$ cat src/rtl/lcd_driver.sv
// lcd_driver: timing engine for a character LCD bus.
// Each accepted byte is played out as SETUP -> PULSE -> HOLD -> WAIT on the
// lcd_data/lcd_ctrl/lcd_enable pins. Firmware polls busy.
// Optional feature: define LCD_DRIVER_FIFO_EN to put a 4-entry FIFO in front
// of the FSM. Without it, exactly one byte is in flight and wr_ready is high
// only in IDLE.
module lcd_driver #(
    parameter int SETUP_CYCLES = 2,
    parameter int PULSE_CYCLES = 4,
    parameter int HOLD_CYCLES  = 2,
    parameter int EXEC_CYCLES  = 10,
    parameter int CLEAR_CYCLES = 100,
    parameter int CNT_W        = 16
) (
    input  logic       clk,
    input  logic       rst_n,
    input  logic       wr_valid,
    output logic       wr_ready,
    input  logic       wr_rs,
    input  logic [7:0] wr_data,
    output logic       busy,
    output logic [7:0] lcd_data,
    output logic [1:0] lcd_ctrl,
    output logic       lcd_enable
);
    // Handshake: the byte {wr_rs, wr_data} transfers on a rising clk edge where
    // wr_valid && wr_ready. Once wr_valid is raised, the source holds wr_valid,
    // wr_rs and wr_data stable until that edge; wr_ready never depends on wr_valid.

    typedef enum logic [2:0] {IDLE, SETUP, PULSE, HOLD, WAIT} state_t;

    // Counter load values: a phase of N cycles counts N-1 down to 0.
    localparam logic [CNT_W-1:0] SETUP_LD = CNT_W'(SETUP_CYCLES - 1);
    localparam logic [CNT_W-1:0] PULSE_LD = CNT_W'(PULSE_CYCLES - 1);
    localparam logic [CNT_W-1:0] HOLD_LD  = CNT_W'(HOLD_CYCLES - 1);
    localparam logic [CNT_W-1:0] EXEC_LD  = CNT_W'(EXEC_CYCLES - 1);
    localparam logic [CNT_W-1:0] CLEAR_LD = CNT_W'(CLEAR_CYCLES - 1);
    localparam logic [CNT_W-1:0] CNT_ONE  = CNT_W'(1);

    state_t           state;
    state_t           state_next;
    logic [CNT_W-1:0] cnt;
    logic [CNT_W-1:0] cnt_next;
    logic             byte_avail;  // a byte is ready to start SETUP
    logic [8:0]       byte_head;   // {rs, data} of that byte
    logic             byte_take;   // FSM consumes byte_head this edge
    logic             queued;      // bytes waiting in front of the FSM
    logic             is_clear;    // current byte needs the long execution wait

`ifdef LCD_DRIVER_FIFO_EN
    logic [8:0] fifo_mem [4];
    logic [1:0] rd_ptr;
    logic [1:0] wr_ptr;
    logic [2:0] count;
    logic       push;

    assign push       = wr_valid && wr_ready;
    assign wr_ready   = (count != 3'd4);
    assign byte_avail = (count != 3'd0);
    assign byte_head  = fifo_mem[rd_ptr];
    assign queued     = byte_avail;

    // FIFO pointers and occupancy; a push and a pop on one edge cancel out.
    always_ff @(posedge clk or negedge rst_n) begin
        if (!rst_n) begin
            rd_ptr <= 2'd0;
            wr_ptr <= 2'd0;
            count  <= 3'd0;
        end else begin
            if (push)
                wr_ptr <= wr_ptr + 2'd1;
            if (byte_take)
                rd_ptr <= rd_ptr + 2'd1;
            case ({push, byte_take})
                2'b10:   count <= count + 3'd1;
                2'b01:   count <= count - 3'd1;
                default: count <= count;
            endcase
        end
    end

    // FIFO storage; entries are only read after being written, so no reset.
    always_ff @(posedge clk) begin
        if (push)
            fifo_mem[wr_ptr] <= {wr_rs, wr_data};
    end
`else
    // The output registers themselves hold the single in-flight byte.
    assign wr_ready   = (state == IDLE);
    assign byte_avail = wr_valid && wr_ready;
    assign byte_head  = {wr_rs, wr_data};
    assign queued     = 1'b0;
`endif

    assign is_clear = !lcd_ctrl[1] &&
                      (lcd_data == 8'h01 || lcd_data == 8'h02 || lcd_data == 8'h03);

    assign busy = (state != IDLE) || queued;

    // Next-state and counter reload; the counter is loaded on every state entry.
    always_comb begin
        state_next = state;
        cnt_next   = cnt;
        byte_take  = 1'b0;
        case (state)
            IDLE: begin
                if (byte_avail) begin
                    state_next = SETUP;
                    cnt_next   = SETUP_LD;
                    byte_take  = 1'b1;
                end
            end
            SETUP: begin
                if (cnt == '0) begin
                    state_next = PULSE;
                    cnt_next   = PULSE_LD;
                end else begin
                    cnt_next = cnt - CNT_ONE;
                end
            end
            PULSE: begin
                if (cnt == '0) begin
                    state_next = HOLD;
                    cnt_next   = HOLD_LD;
                end else begin
                    cnt_next = cnt - CNT_ONE;
                end
            end
            HOLD: begin
                if (cnt == '0) begin
                    state_next = WAIT;
                    cnt_next   = is_clear ? CLEAR_LD : EXEC_LD;
                end else begin
                    cnt_next = cnt - CNT_ONE;
                end
            end
            WAIT: begin
                if (cnt == '0) begin
                    if (byte_avail) begin
                        state_next = SETUP;
                        cnt_next   = SETUP_LD;
                        byte_take  = 1'b1;
                    end else begin
                        state_next = IDLE;
                    end
                end else begin
                    cnt_next = cnt - CNT_ONE;
                end
            end
            default: begin
                state_next = IDLE;
                cnt_next   = '0;
            end
        endcase
    end

    // State, counter and registered LCD pins; data/ctrl change only when a byte is taken.
    always_ff @(posedge clk or negedge rst_n) begin
        if (!rst_n) begin
            state      <= IDLE;
            cnt        <= '0;
            lcd_enable <= 1'b0;
            lcd_data   <= 8'h00;
            lcd_ctrl   <= 2'b00;
        end else begin
            state      <= state_next;
            cnt        <= cnt_next;
            lcd_enable <= (state_next == PULSE);
            if (byte_take) begin
                lcd_data <= byte_head[7:0];
                lcd_ctrl <= {byte_head[8], 1'b0};
            end
        end
    end

endmodule
$ cat config.mk
export PLATFORM = sky130hd
export DESIGN_NAME = lcd_driver
export DESIGN_NICKNAME = d
export VERILOG_FILES = /design/src/rtl/lcd_driver.sv
export SDC_FILE = /design/constraint.sdc
export NUM_CORES = 1
export LEC_CHECK = 0
export BUFFER_PORTS_ARGS = -buffer_cell sky130_fd_sc_hd__buf_2
export CAP_MARGIN = 20
export CORE_ASPECT_RATIO = 1.5
export CORE_MARGIN = 2
export CORE_UTILIZATION = 51
export CTS_CLUSTER_SIZE = 14
export DETAILED_ROUTE_END_ITERATION = 16
export PLACE_DENSITY = 0.78
export SLEW_MARGIN = 20
export SYNTH_ARGS = -nofsm -noshare
export SYNTH_HDL_FRONTEND = slang
export SYNTH_SLANG_ARGS = --single-unit
$ cat constraint.sdc
create_clock -name clk -period 2 [get_ports clk]
set_input_delay 0.1 -clock clk [delete_from_list [all_inputs] [get_ports clk]]
set_output_delay 0.1 -clock clk [all_outputs]
set_load 0.03 [all_outputs]
# Yosys cells after proc, flatten, opt, wreduce, memory -nomap -nowiden
# Cells that the tools add are included.
dict set report op_classes {
  add_sub_neg 1
  n_eq_ne 8
  mux 17
  n_reduce_logical 8
}
# op n
set ops {}
lappend ops {{$mux 16} 5}
lappend ops {{$pmux 16 s5} 1}
lappend ops {{$eq 8x2->1 const B} 2}
lappend ops {{$logic_not 16->1} 1}
lappend ops {{$sub 16x1->16 const B} 1}
lappend ops {{$mux 3} 5}
lappend ops {{$pmux 3 s5} 1}
lappend ops {{$eq 3x2->1 const B} 3}
lappend ops {{$eq 8x1->1 const B} 1}
lappend ops {{$mux 7} 1}
lappend ops {{$eq 3x1->1 const B} 1}
lappend ops {{$eq 3x3->1 const B} 1}
lappend ops {{$logic_not 3->1} 1}
lappend ops {{$mux 1} 3}
lappend ops {{$reduce_bool 3->1} 1}
lappend ops {{$logic_and 1x1->1} 2}
lappend ops {{$logic_or 1x1->1} 2}
lappend ops {{$pmux 1 s2} 1}
lappend ops {{$logic_not 1->1} 1}
dict set report totals {
  ff_bits 29
  in_bits 12
  output_inout_bits 13
  wordCells 39
}

# Logic depth before layout (Yosys ltp)
# Gate-level depths: netlist of the first run.
dict set report depth {
  word_depth 7
  ltp_mapped 8
  mapped_depth_nobuf 7
}

# Least setup slack after synthesis of the first run
# OpenSTA, ideal clock, no wires.
dict set report synth_path {
  path_type {register -> register}
  start {register cnt[0]}
  end {register cnt[14]}
  setup_time_ps 128
  arrival_time_ps 1779
  required_time_ps 1872
  slack_ps 94
  path_stages_with_launch 8
  path_buffers 0
  synth_period_minus_slack_ps 1906
  path_cell_list {dfrtp_1 > inv_1 > ha_1 > or3b_1 > nor4b_2 > nand3_1 > mux2i_1 > o22ai_1}
}
dict set report synth_between {
  elab_chain_cells 3
  elab_cells_between_ends 7
  cone_classes {1 x add/sub; 5 x mux; 1 x reduce/logical}
}
# item line
set synth_rtl {}
lappend synth_rtl {{start: declaration} 42} ;# logic [CNT_W-1:0] cnt;
lappend synth_rtl {{start signal: assignment} 167} ;# cnt <= cnt_next;
lappend synth_rtl {{$sub 16x1->16 or $logic_not 16->1 (tied branches)} -}
lappend synth_rtl {{$mux 16 (on tied branches)} -}
lappend synth_rtl {{$pmux 16 s5 (*)} 105} ;# case (state)
lappend synth_rtl {{named net cnt_next[14]} 43} ;# logic [CNT_W-1:0] cnt_next;
# The timed path passes the listed nets; every way through them passes the cells marked *.
# A chain may end at the register's enable or synchronous reset.

# Worst setup path after layout of the first run
dict set report layout_path {
  start {register cnt[1]}
  end {register cnt[1]}
}
dict set report layout_between {
  elab_chain_cells 3
  elab_cells_between_ends 8
  cone_classes {1 x add/sub; 6 x mux; 1 x reduce/logical}
}
# item line
set layout_rtl {}
lappend layout_rtl {{$sub 16x1->16, or another cell as far along} -}
lappend layout_rtl {{$mux 16 (on tied branches)} -}
lappend layout_rtl {{$pmux 16 s5 (*)} 105}
lappend layout_rtl {{named net cnt_next[1]} 43}
# Marked as above.

==> results of run 1 <==
## state kept, by name, indices dropped and copies added (netlist names)
signal	count
lcd_ctrl	1
state	3
cnt	16
lcd_enable	1
lcd_data	8
## power by group
part / leakage [nW] / internal, mW / switching (mW) / total [mW]
sequential: 0.355 / 0.804 / 0.286 / 1.09
clock: 0.0450 / 0.240 / 0.218 / 0.458
combinational: 0.616 / 0.684 / 0.685 / 1.37
total: 1.02 / 1.73 / 1.19 / 2.92
## timing repair
item | in CTS | in global routing
hold buffers | 1 | 0
pin swaps | 0 | 7
buffers inserted | 3 | 6
endpoints found under the setup margin | 9 | 9
gates resized for setup | 2 | 12
gates cloned | 0 | 0
hold endpoints to repair | 29 | 0
## worst min-delay path by stage
stage | start | to | slack [ns]
3_3_place_gp | rst_n | cnt[2] | 0.16
5_1_grt | wr_data[3] | lcd_data[3] | 0.05
3_5_place_dp | rst_n | cnt[2] | 0.16
2_1_floorplan | rst_n | cnt[0] | -0.20
4_1_cts | wr_data[2] | lcd_data[2] | 0.04
6_report | wr_data[2] | lcd_data[2] | 0.04
## final cells by class
class	instances	area share [%]
well taps	42	2.313
clock buffers	6	3.194
multi-input cells	143	45.65
repair buffers	53	15.25
flip-flops and latches	29	31.99
clock inverters	2	0.4405
inverters	7	1.156
## critical path, cell delays in order, from the launching register on
cell and delay (ns):
dfrtp_1 0.39, inv_2 0.08, ha_4 0.15, nor4b_4 0.22, buf_4 0.17, nand4_1 0.15, buf_4 0.21, buf_4 0.14
a211o_1 0.28, o211ai_1 0.09
## per-stage QoR
step	TNS (ns)	cell area, um2	worst slack, ns	utilization, %	instances
global route	-0.2075	2272	-0.04691	67.16	282
global placement	0	2058	0.01917	60.84	264
floorplan	0	1805	0.09369	-	191
detailed placement	-0.2803	2058	-0.08564	60.84	264
CTS	0	2178	0.02027	64.39	276
finish	0	2272	0.03802	67.16	282
## per-layer routing
metal / vias to the layer above / GRT usage [%]
met3: 11 / 6.420
li1: 814 / -
met4: 0 / 8.974
met5: - / 0
met2: 58 / 42.00
met1: 822 / 30.19
## cells by family (layout without fill, tap and decap cells)
kind of cell               Yosys count  in the layout
and+or+nand+nor                     76             76
adders and majority gates            1              1
xor gates and xnor gates             1              1
AOI/OAI and AO/OA                   52             52
muxes                               12             12
DFF                                 29             29
buffers and inverters               19             68
other                                1              1
## cells in the final DEF (no fill, tap or decap), types with 5 or more instances in the layout
master	n
o21ai_0	7
nand4_1	5
o211ai_1	5
buf_2	23
mux2_2	9
nor2_1	17
buf_4	28
a21oi_1	7
nand2_1	12
clkbuf_8	5
nand3_1	5
dfrtp_1	28
nand2b_1	5
nor3_1	7
==> flow_summary.toml, run 1 <==
[yosys]
yosysMostFrequentCell = "dfrtp_1"
avgSynthCellArea_um2 = 9.453
synth_compound_area_share_pct = 20.44
synth_flop_cell = "dfrtp_1"
synthTopCellsByCount = "29 x dfrtp_1, 18 x nor2_1, 12 x nand2_1"
yosysTopAreaCell = "dfrtp_1"
synth_mux_area_share_pct = 7.277
synth.area.top_cells = "dfrtp_1 40%, mux2_2 5.6%, nor2_1 3.7%"
synth_top_area_share_pct = 40.19
synthAdderAreaFrac_pct = 0.6930
yosysSeqAreaShare_pct = 40.19
synth_top_family_by_area = "simple AND/OR/NAND/NOR gates"
synthArstFlopShare_pct = 100.0
synthesis.nets = 204
synth_edf_count = 0
yosys.area_share.simple_pct = 25.64
syn-instance-count = 191
ys_warn_count = 0
synth_xor_area_share_pct = 0.4851
synth_seq_cells = 29
synth_area_mm2 = 0.001805
ys_types = 57

[die]
row_count = 26
die_w_um = 52.58
die_h_um = 76.87
initial_core_util_pct = 53.37
ios = 25
die_area_mm2 = 0.004042
coreArea_mm2 = 0.003383

[routing]
vias = 1705
wirelength_met1_um = 1796
totalWireLength_um = 4543
antenna_left = 0
highest_layer = "met4"
drc = 0
viasPerCell = 6.046
drtIter0Drc = 60
wl_met3_um = 215
met2WireLength_um = 2393
dr.pass1.iters = 5
wire_per_inst_um = 16.11

[worst_setup_path]
worst-path-max-fanout = 5
reg2regPathDepth = 9
critPathArrivalTime_ns = 2.17
critical_path_class = "reg2reg"
startpoint_type = "register"
r2r_start = "cnt[1]"
rr_endpoint = "cnt[1]"
cp.required_ns = 2.20
cp-end-kind = "register"
rrSetupSlack_ns = 0.04
critPathLaunch = "cnt[1]"
crit_end = "cnt[1]"

[global_route]
grt_pass1_vias = 1661
grt_antenna_before_repair = 0
grt_max_degree = 30
grt_pass1_wl_um = 7596
grtUsageTotal_pct = 25.09
grt_remaining_overflow = 0

[layout]
fillCellCount = 284
layout.nets = 252
synthToLayoutAreaGrowth_pct = 25.85
drive_above_1_share_pct = 38.33
multiInputGateArea_mm2 = 0.001037
antennaDiodeCount = 0
regArea_um2 = 726.9

[timing]
drv_slew = 0
holdWs_ns = 0.04443
finalClockSkew_ns = 0.009640
period_share_pct = 98.10
hold_viol = 0
final-setup-viol-count = 0
maxSlewHeadroom_pct = 56.80
tightestPinTransition_ns = 0.6480
period_needed_ns = 1.962
max_freq_mhz = 509.7

[min_path]
hold_path_depth = 2
hold_path_class = "in2reg"

[cts]
clock_latency_ns = 0.28
cts_sinks = 29
cts-root-buf = "clkbuf_8"
clkTransAtPathRegs_ns = 0.07
cts-buffers-inserted = 5
cts_tree = "built"
clk_path_buf_depth = 2
htree_num_levels = 2

[placement]
gp_congestion = 0.9099
hpwl_um = 3171
io_buffers = 23

[pwr]
total_power_mw = 2.918
p_per_area_mw_per_mm2 = 1284
vdd_drop_max_v = 0.0009186
power.leakage_nw = 1.016

[job]
cap_violations = 0

[run_status]
status = "finished, final reports clean"
Note: power is estimated with default switching activity, not from simulation.
==> run 2: changes to the inputs <==
- MAX_ROUTING_LAYER: default -> met4
==> run 2 against run 1 <==
Against the previous run: non-clock buffer count unchanged; highest routed layer unchanged; register-to-register slack barely moved; setup slack worse by 0.0016 ns; final area is the same; clock skew about the same; via count rose by 0.82%; die area did not move.
==> flow_summary.toml, run 2 (synthesized netlist as in run 1, its figures left out) <==
[layout]
multiInputGateArea_mm2 = 0.001037
layout.nets = 252
final_cell_mix = "28 x dfrtp_1, 28 x buf_4, 23 x buf_2"
fillCellCount = 284
synthToLayoutAreaGrowth_pct = 25.85
largest-register = "cnt"
largest_reg_flops = 16
final_cell_area_mm2 = 0.002272
stdcell_count = 282
antennaDiodeCount = 0
largestRegisters = "cnt: 16 flops, lcd_data: 8 flops, state: 3 flops"
drive_above_1_share_pct = 38.33
regArea_um2 = 726.9

[worst_setup_path]
cp-end-kind = "register"
worst-path-max-fanout = 5
critPathArrivalTime_ns = 2.17
crit_path_top_delay_cell = "dfrtp_1"
crit_path_cell_trace = "inv_2 -> ha_4 -> nor4b_4 -> buf_4 -> nand4_1 -> buf_4 -> buf_4 -> a211o_1 -> o211ai_1"
reg2regPathDepth = 9
rrSetupSlack_ns = 0.04
critical_path_class = "reg2reg"
rr_endpoint = "cnt[1]"
cp.required_ns = 2.21
path_common_cell = "buf_4"
r2r_start = "cnt[1]"
startpoint_type = "register"
critPathMaxStageDelay_ns = 0.39

[die]
ios = 25
die_area_mm2 = 0.004042
coreArea_mm2 = 0.003383
die_w_um = 52.58
initial_core_util_pct = 53.37
row_count = 26
die_h_um = 76.87

[routing]
wire_per_inst_um = 16.30
totalWireLength_um = 4596
dr.pass1.iters = 4
antenna_left = 0
viasPerCell = 6.096
drtIter0Drc = 38
drc = 0
vias = 1719

[placement]
dpl.cell_count = 264
hpwl_um = 3171
post-place-ws_ns = -0.08564
post_dp_cell_area_mm2 = 0.002058
io_buffers = 23
gp_congestion = 0.9256

[min_path]
hold_path_class = "in2reg"
hp-start = "wr_data[2]"
hold_path_depth = 2
hold-path-endpoint = "lcd_data[2]"

[job]
cap_violations = 0

[timing]
final-setup-viol-count = 0
maxSlewHeadroom_pct = 56.41
hold_viol = 0
max_freq_mhz = 509.3
layout_setup_ws_ns = 0.03640
tightestPinTransition_ns = 0.6539
period_needed_ns = 1.964
period_share_pct = 98.18
drv_slew = 0
finalClockSkew_ns = 0.009443

[pwr]
p_per_area_mw_per_mm2 = 1288
power.leakage_nw = 1.016
vdd_drop_max_v = 0.0009252

[cts]
clk_path_buf_depth = 2
clkTransAtPathRegs_ns = 0.07
cts-root-buf = "clkbuf_8"
htree_num_levels = 2
cts-buffers-inserted = 5
cts_tree = "built"
clock_latency_ns = 0.29
cts_sinks = 29

[global_route]
grt_remaining_overflow = 0
grtUsageTotal_pct = 25.75
grt_max_degree = 30
grt_pass1_vias = 1662
grt_antenna_before_repair = 0
grt_pass1_wl_um = 7590

[run_status]
status = "finished, final reports clean"
run 2: cell counts in the layout (fill, tap and decap cells not counted):
Identical to the previous run, type by type.
run 2: what timing repair did:
action / in CTS / in global routing
hold buffers: 1 / 0
gates resized for setup: 2 / 12
endpoints found under the setup margin: 9 / 9
endpoints found under the hold margin: 29 / 0
pin swaps: 0 / 7
buffers inserted: 3 / 6
run 2: stage by stage:
step                hold slack [ns]  setup TNS (ns)  util (%)  total power, mW
floorplan                   -0.1956               0         -            1.862
global placement             0.1626               0     60.84            2.224
detailed placement           0.1639         -0.2803     60.84            2.246
CTS                         0.04240               0     64.39            2.728
global route                0.04797         -0.2074     67.16            3.113
finish                      0.03890               0     67.16            2.927
run 2: routing by layer:
layer	up-vias	GRT usage [%]	part of all wire [%]
met4	0	8.974	2.4
met2	59	42.00	53
met3	9	6.420	5.1
li1	815	-	-
met1	836	30.19	40
met5	-	-	0
run 2: where the power goes:
part / total (mW) / switching (mW) / internal [mW]
clock network: 0.464 / 0.223 / 0.240
logic: 1.37 / 0.688 / 0.684
registers: 1.09 / 0.287 / 0.804
run 2: cell type report:
| cell class | count | share of cell area (%) |
|---|---|---|
| Clock buffer | 6 | 3.194 |
| Clock inverter | 2 | 0.4405 |
| Inverter | 7 | 1.156 |
| Multi-Input combinational cell | 143 | 45.65 |
| Sequential cell | 29 | 31.99 |
| Tap cell | 42 | 2.313 |
| Timing Repair Buffer | 53 | 15.25 |
run 2: worst max-delay path: cells and delay by family, from the launching register on:
kind	cells	cell delay (ns)
DFF	1	0.39
adders and majority gates	1	0.15
and+or+nand+nor	2	0.37
buffers and inverters	4	0.60
AOI/OAI and AO/OA	2	0.37
run 2: how the worst max path moves through the flow:
stage / start / to / slack [ns] / cells past startpoint
after detailed placement: cnt[0] / cnt[9] / -0.09 / 7
after global placement: cnt[0] / cnt[10] / 0.02 / 7
after CTS: cnt[0] / cnt[14] / 0.02 / 8
final: cnt[1] / cnt[1] / 0.04 / 9
after floorplan: cnt[0] / cnt[14] / 0.09 / 7
after global routing: cnt[1] / cnt[1] / -0.05 / 9
==> run 3: changes to the inputs <==
- CORE_UTILIZATION: 51 -> 57
- PLACE_DENSITY: 0.78 -> 0.82
- SKIP_CTS_REPAIR_TIMING: default -> 1
- clock period: 2 -> 2.1 ns (I/O delays scaled with it)
==> run 3 against run 2 <==
Against the previous run: worst hold slack improved by 0.016 ns; register-to-register slack barely moved; routed wire length fell by 0.39%; final area fell by 6.5%; non-clock buffer count fell by 16; die area fell by 9.9%; cell count fell by 6.4%; power fell by 11%; clock power fell by 5.8%; maximum frequency fell by 4.2%; combinational power fell by 20%; critical endpoint is now cnt[14]; largest cell class unchanged.
==> flow_summary.toml, run 3 (synthesized netlist as in run 1, its figures left out) <==
[placement]
io_buffers = 23
dpl.cell_count = 254
hpwl_um = 3369
gp_congestion = 0.9198

[pwr]
vdd_drop_max_v = 0.0009823
total_power_mw = 2.611
power.leakage_nw = 0.9363
p_per_area_mw_per_mm2 = 1229

[cts]
cts_tree = "built"
cts_sinks = 29
clkTransAtPathRegs_ns = 0.06
cts-buffers-inserted = 5
htree_num_levels = 2
clk_path_buf_depth = 2
cts-root-buf = "clkbuf_8"
clock_latency_ns = 0.28

[timing]
period_needed_ns = 2.050
final-setup-viol-count = 0
max_freq_mhz = 487.8
hold_viol = 0
period_share_pct = 97.61
holdWs_ns = 0.05455
drv_slew = 0
grt_setup_unrepaired = "false"
finalClockSkew_ns = 0.004472
maxSlewHeadroom_pct = 52.99
finalSetupTns_ns = 0
tightestPinTransition_ns = 0.7005

[routing]
wire_per_inst_um = 17.34
totalWireLength_um = 4578
antenna_left = 0
drtIter0Drc = 72
drc = 0
viasPerCell = 6.398
vias = 1689
dr.pass1.iters = 4

[global_route]
grtUsageTotal_pct = 27.85
grt_remaining_overflow = 0
grt_antenna_before_repair = 0
grt_pass1_wl_um = 7507
grt_max_degree = 30
grt_pass1_vias = 1696

[die]
die_w_um = 49.95
coreArea_mm2 = 0.003097
die_h_um = 72.93
die_area_mm2 = 0.003643
initial_core_util_pct = 58.30
ios = 25
row_count = 25

[worst_setup_path]
cp-end-kind = "register"
startpoint_type = "register"
rrSetupSlack_ns = 0.05
crit_path_top_delay_cell = "or3b_1"
reg2regPathDepth = 7
path_buf_inv = 1
crit_family = "simple AND/OR/NAND/NOR gates"
r2r_start = "cnt[0]"
rr_endpoint = "cnt[14]"
crit_path_cell_trace = "inv_1 -> ha_4 -> or3b_1 -> nor4b_4 -> nand3_1 -> mux2i_1 -> o22ai_1"
critical_path_class = "reg2reg"
critPathArrivalTime_ns = 2.23
worst-path-max-fanout = 6
critPathMaxStageDelay_ns = 0.46
cp.required_ns = 2.29

[min_path]
hold_path_depth = 2
hold_path_class = "in2reg"
hold-path-endpoint = "lcd_data[4]"
hp-start = "wr_data[4]"

[layout]
fin_util_pct = 68.61
synthToLayoutAreaGrowth_pct = 17.67
largest_reg_flops = 16
mostFrequentLayoutCell = "dfrtp_1"
layout.nets = 236
drive_above_1_share_pct = 29.91
antennaDiodeCount = 0
largestRegisters = "cnt: 16 flops, lcd_data: 8 flops, state: 3 flops"
fillCellCount = 221
stdcell_count = 264
final_cell_mix = "29 x dfrtp_1, 23 x buf_2, 17 x nor2_1"
multiInputGateArea_mm2 = 0.001017
regArea_um2 = 725.7
largest-register = "cnt"

[run_status]
status = "finished, final reports clean"

[job]
cap_violations = 0
run 3: cell type report:
type / instances / share of cell area [%]
timing repair buffer: 37 / 10.48
tap: 40 / 2.356
clock inverter: 2 / 0.4711
multi-input combinational: 143 / 47.88
clock buffer: 6 / 3.416
sequential: 29 / 34.16
inverter: 7 / 1.237
run 3: layer usage:
metal | share of wire [%] | vias to the layer above | track usage [%]
li1 | - | 778 | -
met1 | 36 | 805 | 28.82
met2 | 53 | 83 | 47.26
met3 | 5.6 | 23 | 5.328
met4 | 5.9 | 0 | 19.14
met5 | 0 | - | -
run 3: per-stage QoR:
stage | setup slack, ns | cell area (um2)
global route | 0.004083 | 2125
finish | 0.05019 | 2125
floorplan | 0.1937 | 1805
detailed placement | -0.02471 | 1996
CTS | -0.05497 | 2078
global placement | 0.1096 | 1996
run 3: how the worst max path moves through the flow:
stage | start | end | slack [ns] | cells after the start
2_1_floorplan | cnt[0] | cnt[14] | 0.19 | 7
3_3_place_gp | cnt[0] | cnt[8] | 0.11 | 7
3_5_place_dp | cnt[0] | cnt[10] | -0.02 | 7
4_1_cts | cnt[0] | cnt[7] | -0.05 | 7
5_1_grt | cnt[1] | cnt[0] | 0.004 | 7
6_report | cnt[0] | cnt[14] | 0.05 | 7
run 3: worst register-to-register path, stage by stage (launching register included):
cell and delay, ns:
dfrtp_1 0.38, inv_1 0.10, ha_4 0.17, or3b_1 0.46
nor4b_4 0.34, nand3_1 0.16, mux2i_1 0.16, o22ai_1 0.20
run 3: where the power goes:
part | switching (mW) | internal (mW) | total, mW | leakage [nW]
clock network | 0.209 | 0.229 | 0.437 | 0.0450
logic | 0.602 | 0.500 | 1.10 | 0.535
registers | 0.308 | 0.763 | 1.07 | 0.356
